`config.mk`:
```
export PLATFORM = sky130hd
export DESIGN_NAME = btn_pulse_repeat
export DESIGN_NICKNAME = d
export VERILOG_FILES = /design/src/rtl/btn_pulse_repeat.sv
export SDC_FILE = /design/constraint.sdc
export NUM_CORES = 1
export LEC_CHECK = 0
export BUFFER_PORTS_ARGS = -buffer_cell sky130_fd_sc_hd__buf_2
export CAP_MARGIN = 20
export CORE_UTILIZATION = 57
export CTS_CLUSTER_SIZE = 14
export DETAILED_ROUTE_END_ITERATION = 8
export GPL_ROUTABILITY_DRIVEN = 0
export PLACE_DENSITY_LB_ADDON = 0.12
export SYNTH_ARGS = -nofsm -noshare
export SYNTH_HDL_FRONTEND = slang
export SYNTH_SLANG_ARGS = --single-unit
export TNS_END_PERCENT = 20
```
`constraint.sdc`:
```
create_clock -name clk -period 2.3 [get_ports clk]
set_input_delay 0.69 -clock clk [delete_from_list [all_inputs] [get_ports clk]]
set_output_delay 0.69 -clock clk [all_outputs]
set_load 0.02 [all_outputs]
```
`src/rtl/btn_pulse_repeat.sv`:
```
// Button/switch conditioner: 2-flop sync, per-channel debounce, press pulses with optional
// auto-repeat on btn[4:1] when BTN_REPEAT_EN is defined (btn[0] never repeats).
module btn_pulse_repeat #(
    parameter int unsigned DEBOUNCE_CYCLES = 1000000,
    parameter int unsigned REPEAT_DELAY    = 50000000,
    parameter int unsigned REPEAT_RATE     = 10000000
) (
    input  logic       clk,
    input  logic       reset,
    input  logic [4:0] btn,
    input  logic [7:0] sw,
    output logic [4:0] btn_level,
    output logic [4:0] btn_pulse,
    output logic [7:0] sw_ok
);

    localparam int unsigned NumIn   = 13;
    localparam int unsigned NumBtn  = 5;
    localparam int unsigned DbWRaw  = $clog2(DEBOUNCE_CYCLES + 1);
    localparam int unsigned DbW     = (DbWRaw < 1) ? 1 : DbWRaw;
    localparam logic [DbW-1:0] DbMax = DbW'(DEBOUNCE_CYCLES);

    logic [NumIn-1:0]  raw;
    logic [NumIn-1:0]  sync1_q;
    logic [NumIn-1:0]  sync2_q;
    logic [NumIn-1:0]  level_q;
    logic [DbW-1:0]    db_cnt_q [NumIn];
    logic [NumBtn-1:0] btn_rise;
    logic [NumBtn-1:0] btn_fall;
    logic [NumBtn-1:0] pulse_q;

    assign raw = {sw, btn};

    // Synchronisers and debounce: the level flips on the edge where the counter already
    // holds DEBOUNCE_CYCLES, giving DEBOUNCE_CYCLES+2 cycles of total latency.
    always_ff @(posedge clk) begin
        if (!reset) begin
            sync1_q <= '0;
            sync2_q <= '0;
            level_q <= '0;
            for (int i = 0; i < NumIn; i++) begin
                db_cnt_q[i] <= '0;
            end
        end else begin
            sync1_q <= raw;
            sync2_q <= sync1_q;
            for (int i = 0; i < NumIn; i++) begin
                if (sync2_q[i] == level_q[i]) begin
                    db_cnt_q[i] <= '0;
                end else if (db_cnt_q[i] == DbMax) begin
                    db_cnt_q[i] <= '0;
                    level_q[i]  <= ~level_q[i];
                end else begin
                    db_cnt_q[i] <= db_cnt_q[i] + 1'b1;
                end
            end
        end
    end

    always_comb begin
        btn_rise = '0;
        btn_fall = '0;
        for (int i = 0; i < NumBtn; i++) begin
            if ((sync2_q[i] != level_q[i]) && (db_cnt_q[i] == DbMax)) begin
                btn_rise[i] = ~level_q[i];
                btn_fall[i] = level_q[i];
            end
        end
    end

`ifdef BTN_REPEAT_EN
    localparam int unsigned RptMaxVal = (REPEAT_DELAY > REPEAT_RATE) ? REPEAT_DELAY : REPEAT_RATE;
    localparam int unsigned RptWRaw   = $clog2(RptMaxVal + 1);
    localparam int unsigned RptW      = (RptWRaw < 1) ? 1 : RptWRaw;
    localparam logic [RptW-1:0] DelayLast = RptW'(REPEAT_DELAY - 1);
    localparam logic [RptW-1:0] RateLast  = RptW'(REPEAT_RATE - 1);
    localparam logic [RptW-1:0] RptSat    = '1;

    typedef enum logic [1:0] {StIdle, StHeld, StRepeat} state_t;

    state_t          state_q [NumBtn];
    logic [RptW-1:0] rpt_q   [NumBtn];

    // Release wins over a repeat pulse due on the same edge.
    always_ff @(posedge clk) begin
        if (!reset) begin
            pulse_q <= '0;
            for (int i = 0; i < NumBtn; i++) begin
                state_q[i] <= StIdle;
                rpt_q[i]   <= '0;
            end
        end else begin
            for (int i = 0; i < NumBtn; i++) begin
                pulse_q[i] <= 1'b0;
                if (btn_fall[i]) begin
                    state_q[i] <= StIdle;
                    rpt_q[i]   <= '0;
                end else if (btn_rise[i]) begin
                    state_q[i] <= StHeld;
                    pulse_q[i] <= 1'b1;
                    rpt_q[i]   <= '0;
                end else begin
                    unique case (state_q[i])
                        StIdle: rpt_q[i] <= '0;
                        StHeld: begin
                            if (i != 0) begin
                                if (rpt_q[i] == DelayLast) begin
                                    pulse_q[i] <= 1'b1;
                                    state_q[i] <= StRepeat;
                                    rpt_q[i]   <= '0;
                                end else if (rpt_q[i] != RptSat) begin
                                    rpt_q[i] <= rpt_q[i] + 1'b1;
                                end
                            end
                        end
                        StRepeat: begin
                            if (rpt_q[i] == RateLast) begin
                                pulse_q[i] <= 1'b1;
                                rpt_q[i]   <= '0;
                            end else if (rpt_q[i] != RptSat) begin
                                rpt_q[i] <= rpt_q[i] + 1'b1;
                            end
                        end
                        default: state_q[i] <= StIdle;
                    endcase
                end
            end
        end
    end
`else
    typedef enum logic {StIdle, StHeld} state_t;

    state_t state_q [NumBtn];
    logic   unused_repeat_params;

    assign unused_repeat_params = ^{REPEAT_DELAY, REPEAT_RATE};

    always_ff @(posedge clk) begin
        if (!reset) begin
            pulse_q <= '0;
            for (int i = 0; i < NumBtn; i++) begin
                state_q[i] <= StIdle;
            end
        end else begin
            for (int i = 0; i < NumBtn; i++) begin
                pulse_q[i] <= btn_rise[i];
                if (btn_fall[i]) begin
                    state_q[i] <= StIdle;
                end else if (btn_rise[i]) begin
                    state_q[i] <= StHeld;
                end
            end
        end
    end
`endif

    assign btn_level = level_q[NumBtn-1:0];
    assign sw_ok     = level_q[NumIn-1:NumBtn];
    assign btn_pulse = pulse_q;

endmodule

```
==> results of run 1 <==
## worst paths after layout
path         cells past startpoint  slack [ns]              end       startpoint
min                              2        0.39       sync1_q[7]            sw[2]
max reg2reg                      5        0.10  db_cnt_q[0][29]  db_cnt_q[0][23]
max                              5        0.10  db_cnt_q[0][29]  db_cnt_q[0][23]
min reg2reg                      1        0.43       sync2_q[2]       sync1_q[2]
## routing by layer
metal  wire [microns]  share of wire [%]
met4              644                2.1
met1            13900                 46
met5                0                  0
met3             1240                4.1
met2            14500                 48
## through the flow
step	total power [mW]	setup WS (ns)
floorplan	6.89	0.138
global placement	7.05	0.150
detailed placement	7.07	0.100
CTS	12.3	0.0851
global route	12.6	0.00362
finish	12.2	0.101
## worst max-delay path: stages (launching register included)
cell	delay, ns
edfxtp_1	0.38
or4_1	0.52
or4_1	0.51
o211ai_1	0.23
buf_4	0.24
nor2_1	0.07
## power by group through the flow
| stage | Combinational (mW) | Clock [mW] | Sequential (mW) |
|---|---|---|---|
| after floorplan | 0.396 | 0 | 6.49 |
| after global placement | 0.504 | 0 | 6.55 |
| after detailed placement | 0.515 | 0 | 6.56 |
| after CTS | 0.521 | 5.32 | 6.44 |
| after global routing | 0.612 | 5.54 | 6.48 |
| final | 0.532 | 5.19 | 6.45 |
## repair_timing
action | CTS | global route
gates resized for setup | 0 | 4
hold buffers | 0 | 0
setup endpoints to repair | 0 | 14
## cell families (layout without fill, tap and decap cells)
group | count (synthesis) | after routing | synth area share (%)
xor+xnor | 182 | 182 | 9.86
other cells | 1 | 260 | 0.0232
simple gates | 758 | 758 | 25.0
buf+inv | 140 | 244 | 3.37
flops | 304 | 304 | 53.7
fa+ha+maj | 26 | 26 | 2.01
compound gates | 167 | 167 | 6.04
## final cells by class
| type | count | area, sq um |
|---|---|---|
| fillers | 2197 | 8740 |
| inverters | 88 | 330 |
| well taps | 378 | 473 |
| flip-flops and latches | 304 | 8690 |
| repair buffers | 95 | 649 |
| clock inverters | 5 | 22.5 |
| clock buffers | 56 | 1050 |
| multi-input cells | 1393 | 7910 |
## registers in the layout, summed over array words and instances, names as in the netlist
signal     flops
sync1_q       13
level_q       13
btn_pulse      5
sync2_q       13
db_cnt_q     260
## layout by cell type, fill, tap and decap left out, types with 14 or more instances in the layout
cell type,Yosys,routed
xor2_1,68,68
clkbuf_16,0,37
nor4_1,47,47
nand2_1,86,86
nor2_1,224,224
xnor2_1,114,114
ha_1,26,26
conb_1,1,260
or3_1,44,44
a21oi_1,71,71
inv_1,87,87
edfxtp_1,260,260
and3_1,17,17
nand4_1,68,68
o31ai_1,22,22
clkbuf_1,37,14
nor4b_1,18,18
nand3_1,88,88
and2_1,28,28
dfxtp_1,44,44
o21ai_0,44,42
buf_2,12,32
buf_4,0,61
nor3_1,45,45
or4_1,38,38
==> flow_summary_export.csv, run 1 <==
group,metric,value,unit
floorplanning,die_h,170,microns
logic_synthesis,avgSynthCellArea,10.2,sq um
timing,hold_viol,0,
global_route,grt_pass1_vias,11600,
route,post_drt_via_cell_ratio,5.24,
timing,fmax,0.455,GHz
power_and_ir_drop,ir_worst_vdd,0.606,mV
route,drt_iter0_markers,483,
flow_run,max_cap_viol_count,0,
timing,finalSetupViolations,0,
critical_path,crit_arrival,2.45,ns
power_and_ir_drop,internal-power,9.53,mW
global_route,use_met2,37.1,%
clock_tree,clk_latency,0.51,ns
timing,grt_setup_unrepaired,"no",
final_layout,drive_above_1_share,8.35,%
timing,fin_worst_skew,0.0101,ns
timing,post-route-period-util,95.6,%
timing,slew_violations,0,
logic_synthesis,syn_area,16200,sq um
logic_synthesis,synth_cell_types,46,
route,postRouteAntennaNets,0,
status,status,"completed",
timing,fin_hold_ws,0.388,ns
route,dr_total_vias,12200,
floorplanning,fp.dieArea,29000,sq um
final_layout,fin_util,68.6,%
route,drt-wirelength-per-cell,13.1,microns
clock_tree,cts_max_path_buffers,3,
logic_synthesis,seq_area_frac_synth,53.7,%
route,wl,30300,microns
power_and_ir_drop,pwr-share-clk,42.6,%
logic_synthesis,synth.most_common_cell,"edfxtp_1",
global_route,antenna_found_initial,0,
floorplanning,num_io_pins,33,
logic_synthesis,ys_ff_latch,304,
global_route,grt_use_met3,3.53,%
floorplanning,die_x,170,microns
floorplanning,start_util,58.0,%
floorplanning,rows,61,
power_and_ir_drop,power_density,637,nW/um^2
global_route,grt_overflow,0,
clock_tree,cts.sinks,304,
critical_path,cp_max_fo,13,
critical_path,critPathCaptureType,"flop",
final_layout,antenna_cells,0,
clock_tree,cts_tree,"yes",
final_layout,final_cells,2319,
global_route,grt_pass1_wl,52000,microns
logic_synthesis,post-synth-top-area-cell,"edfxtp_1",
logic_synthesis,synth_top_cell_area_share,48.3,%
power_and_ir_drop,switching_share,21.7,%
logic_synthesis,synth_common_cells,"260 x edfxtp_1, 224 x nor2_1, 114 x xnor2_1, 88 x nand3_1, 87 x inv_1",
placement,dpl_cell_area,18000,sq um
final_layout,fin_area,19100,sq um
placement,dp_hpwl,21400,microns
timing,max_slew_margin,62.2,%
power_and_ir_drop,comb_power_share,4.4,%
global_route,grt_max_degree,31,
global_route,busiest_layer,"met2",
placement,io_buffers,32,
clock_tree,root_buffer,"clkbuf_16",
logic_synthesis,synth_warnings,0,
final_layout,area.growth.synth_to_final,18.3,%
logic_synthesis,async_flop_share,0,%
logic_synthesis,synth-main-ff-cell,"edfxtp_1",
placement,dpl.cell_count,2257,
final_layout,fin_nets,1958,
logic_synthesis,postSynthCellCount,1578,
power_and_ir_drop,switching_power,2.64,mW
global_route,use_met1,27.8,%
timing,min_period,2.20,ns
timing,worstMarginPinSlew,0.558,ns
power_and_ir_drop,leakagePower,6.74,nW
route,drt-pass1-iter-count,5,
critical_path,critPathLaunchType,"flop",
critical_path,required,2.55,ns
clock_tree,post_cts_buffers,0,
clock_tree,ctsHtreeMaxLevel,2,
logic_synthesis,synth_edf_count,260,
critical_path,worstSetupPathType,"flop to flop",
clock_tree,clkTransAtPathRegs,0.06,ns
logic_synthesis,synth_area_leaders,"edfxtp_1 48%, xnor2_1 6.2%, dfxtp_1 5.4%",
timing,fin_tns_setup,0,ns
global_route,grt_use_total,21.6,%
power_and_ir_drop,p_seq_share,53.0,%
route,drc,0,
min_path,min_path_type,"primary input to flop",
floorplanning,fp.coreArea,27900,sq um
clock_tree,cts_buffers,35,
No activity file was read; power rests on OpenSTA's default activity.
==> run 2: changes to the inputs <==
Settings changed: SETUP_SLACK_MARGIN set to 0.15.
==> run 2 against run 1 <==
Net effect:
- wire length grew 0.73%
- critical path type unchanged
- clock power barely moved
- clock skew increased by 0.0013 ns
- sequential cell count unchanged
- global-route usage is 0.15 points higher
- critical endpoint unchanged
- power is essentially flat
==> flow_summary_export.csv, run 2 (same netlist as run 1, synthesis figures left out) <==
group,metric,value,unit
placement,dp_hpwl,21400,microns
timing,fin_worst_skew,0.0114,ns
final_layout,regMostFlops,"db_cnt_q",
global_route,grt_pass1_wl,52300,microns
final_layout,nFillCells,2197,
critical_path,cp_max_fo,7,
final_layout,antenna_cells,0,
global_route,grt_overflow,0,
clock_tree,root_buffer,"clkbuf_16",
final_layout,area.growth.synth_to_final,18.8,%
timing,worst_slack,0.128,ns
route,post_drt_via_cell_ratio,5.25,
timing,slew_violations,0,
timing,grt_setup_unrepaired,"yes",
power_and_ir_drop,power_density,634,nW/um^2
timing,min_period,2.17,ns
floorplanning,start_util,58.0,%
floorplanning,num_io_pins,33,
clock_tree,cts_buffers,35,
route,drc,0,
clock_tree,cts_max_path_buffers,3,
critical_path,cpMaxStageDelayCell,"or4_1",
route,drt-wirelength-per-cell,13.1,microns
timing,hold_viol,0,
route,postRouteAntennaNets,0,
global_route,antenna_found_initial,0,
final_layout,fin_util,69.0,%
power_and_ir_drop,leakagePower,6.78,nW
timing,worstMarginPinSlew,0.558,ns
final_layout,regArea,8690,sq um
timing,fin_hold_ws,0.386,ns
route,dr_total_vias,12200,
clock_tree,clk_latency,0.51,ns
clock_tree,ctsHoldBuffers,0,
route,wl,30500,microns
clock_tree,cts_tree,"yes",
critical_path,slowest_delay,0.52,ns
critical_path,critPathCaptureType,"flop",
timing,finalSetupViolations,0,
timing,post-route-period-util,94.4,%
clock_tree,cts.sinks,304,
min_path,whs_path_depth,2,
final_layout,drive_above_1_share,9.08,%
floorplanning,die_h,170,microns
timing,max_slew_margin,62.2,%
min_path,min_path_type,"primary input to flop",
critical_path,r2r_setup_slack,0.13,ns
final_layout,largest_reg_flops,260,
route,drt-pass1-iter-count,7,
placement,io_buffers,32,
critical_path,worstSetupPathType,"flop to flop",
global_route,grt_pass1_vias,11700,
timing,fin_tns_setup,0,ns
global_route,grt_max_degree,31,
critical_path,required,2.56,ns
timing,fmax,0.460,GHz
power_and_ir_drop,ir_worst_vdd,0.606,mV
floorplanning,rows,61,
critical_path,critPathLaunchType,"flop",
critical_path,crit_path_cell_trace,"or4_1 -> or4_4 -> o211ai_1 -> buf_4 -> buf_6 -> nor2_1",
floorplanning,fp.coreArea,27900,sq um
final_layout,multi_input_area,7940,sq um
route,drt_iter0_markers,546,
placement,pre_cts_ws,0.100,ns
final_layout,layout_common_cells,"260 x edfxtp_1, 260 x conb_1, 222 x nor2_1",
status,status,"completed",
final_layout,fin_nets,1966,
clock_tree,ctsHtreeMaxLevel,2,
floorplanning,die_x,170,microns
critical_path,crit_arrival,2.43,ns
clock_tree,clkTransAtPathRegs,0.06,ns
floorplanning,fp.dieArea,29000,sq um
flow_run,max_cap_viol_count,0,
global_route,grt_use_total,21.7,%
critical_path,r2r_cells,6,
[run 2: cell types whose count changed in the layout (fill, tap and decap cells not counted), sizes merged]
cell / previous run / this run
buf: 95 / 103
[run 2: area by class of cell]
type / count / share of cell area (%)
sequential: 304 / 45.2
multi-input combinational: 1393 / 41.3
tap: 378 / 2.46
timing repair buffer: 103 / 3.71
clock buffer: 56 / 5.45
inverter: 88 / 1.72
clock inverter: 5 / 0.117
[run 2: worst max-delay path: cells and delay by family (launching register included)]
family / cells / cell delay, ns
compound gates: 1 / 0.25
simple gates: 3 / 1.00
flops: 1 / 0.38
buf+inv: 2 / 0.29
[run 2: stage by stage]
stage          std cells  cell area [sq um]  total power, mW
6_report            2327              19200             12.2
5_1_grt             2327              19200             12.6
4_1_cts             2324              19200             12.3
3_5_place_dp        2257              18000             7.07
3_3_place_gp        2257              18000             7.05
2_1_floorplan       1837              17100             6.89
[run 2: final timing paths]
check,to,startpoint
min,sync1_q[7],sw[2]
max,db_cnt_q[0][29],db_cnt_q[0][22]
max reg2reg,db_cnt_q[0][29],db_cnt_q[0][22]
min reg2reg,sync2_q[2],sync1_q[2]
[run 2: power breakdown]
group	total [mW]	leakage, nW	switching, mW	internal [mW]
clock network	5.19	0.523	2.09	3.10
logic	0.539	3.21	0.310	0.228
registers	6.45	3.04	0.244	6.21
total	12.2	6.78	2.64	9.54
[run 2: per-layer routing]
metal	part of all wire (%)	wire [microns]	GRT usage, %	vias to the layer above
li1	-	-	-	6203
met1	45	13800	27.9	5726
met2	48	14700	37.5	236
met3	4.5	1390	3.56	55
met4	2.1	650	6.82	0
met5	0	0	0	-
[run 2: what timing repair did]
| action | 4_1_cts | 5_1_grt |
|---|---|---|
| buffers inserted | 4 | 3 |
| gates resized for setup | 9 | 6 |
| setup endpoints to repair | 43 | 112 |
| pin swaps | 8 | 5 |
| cloned | 2 | 0 |
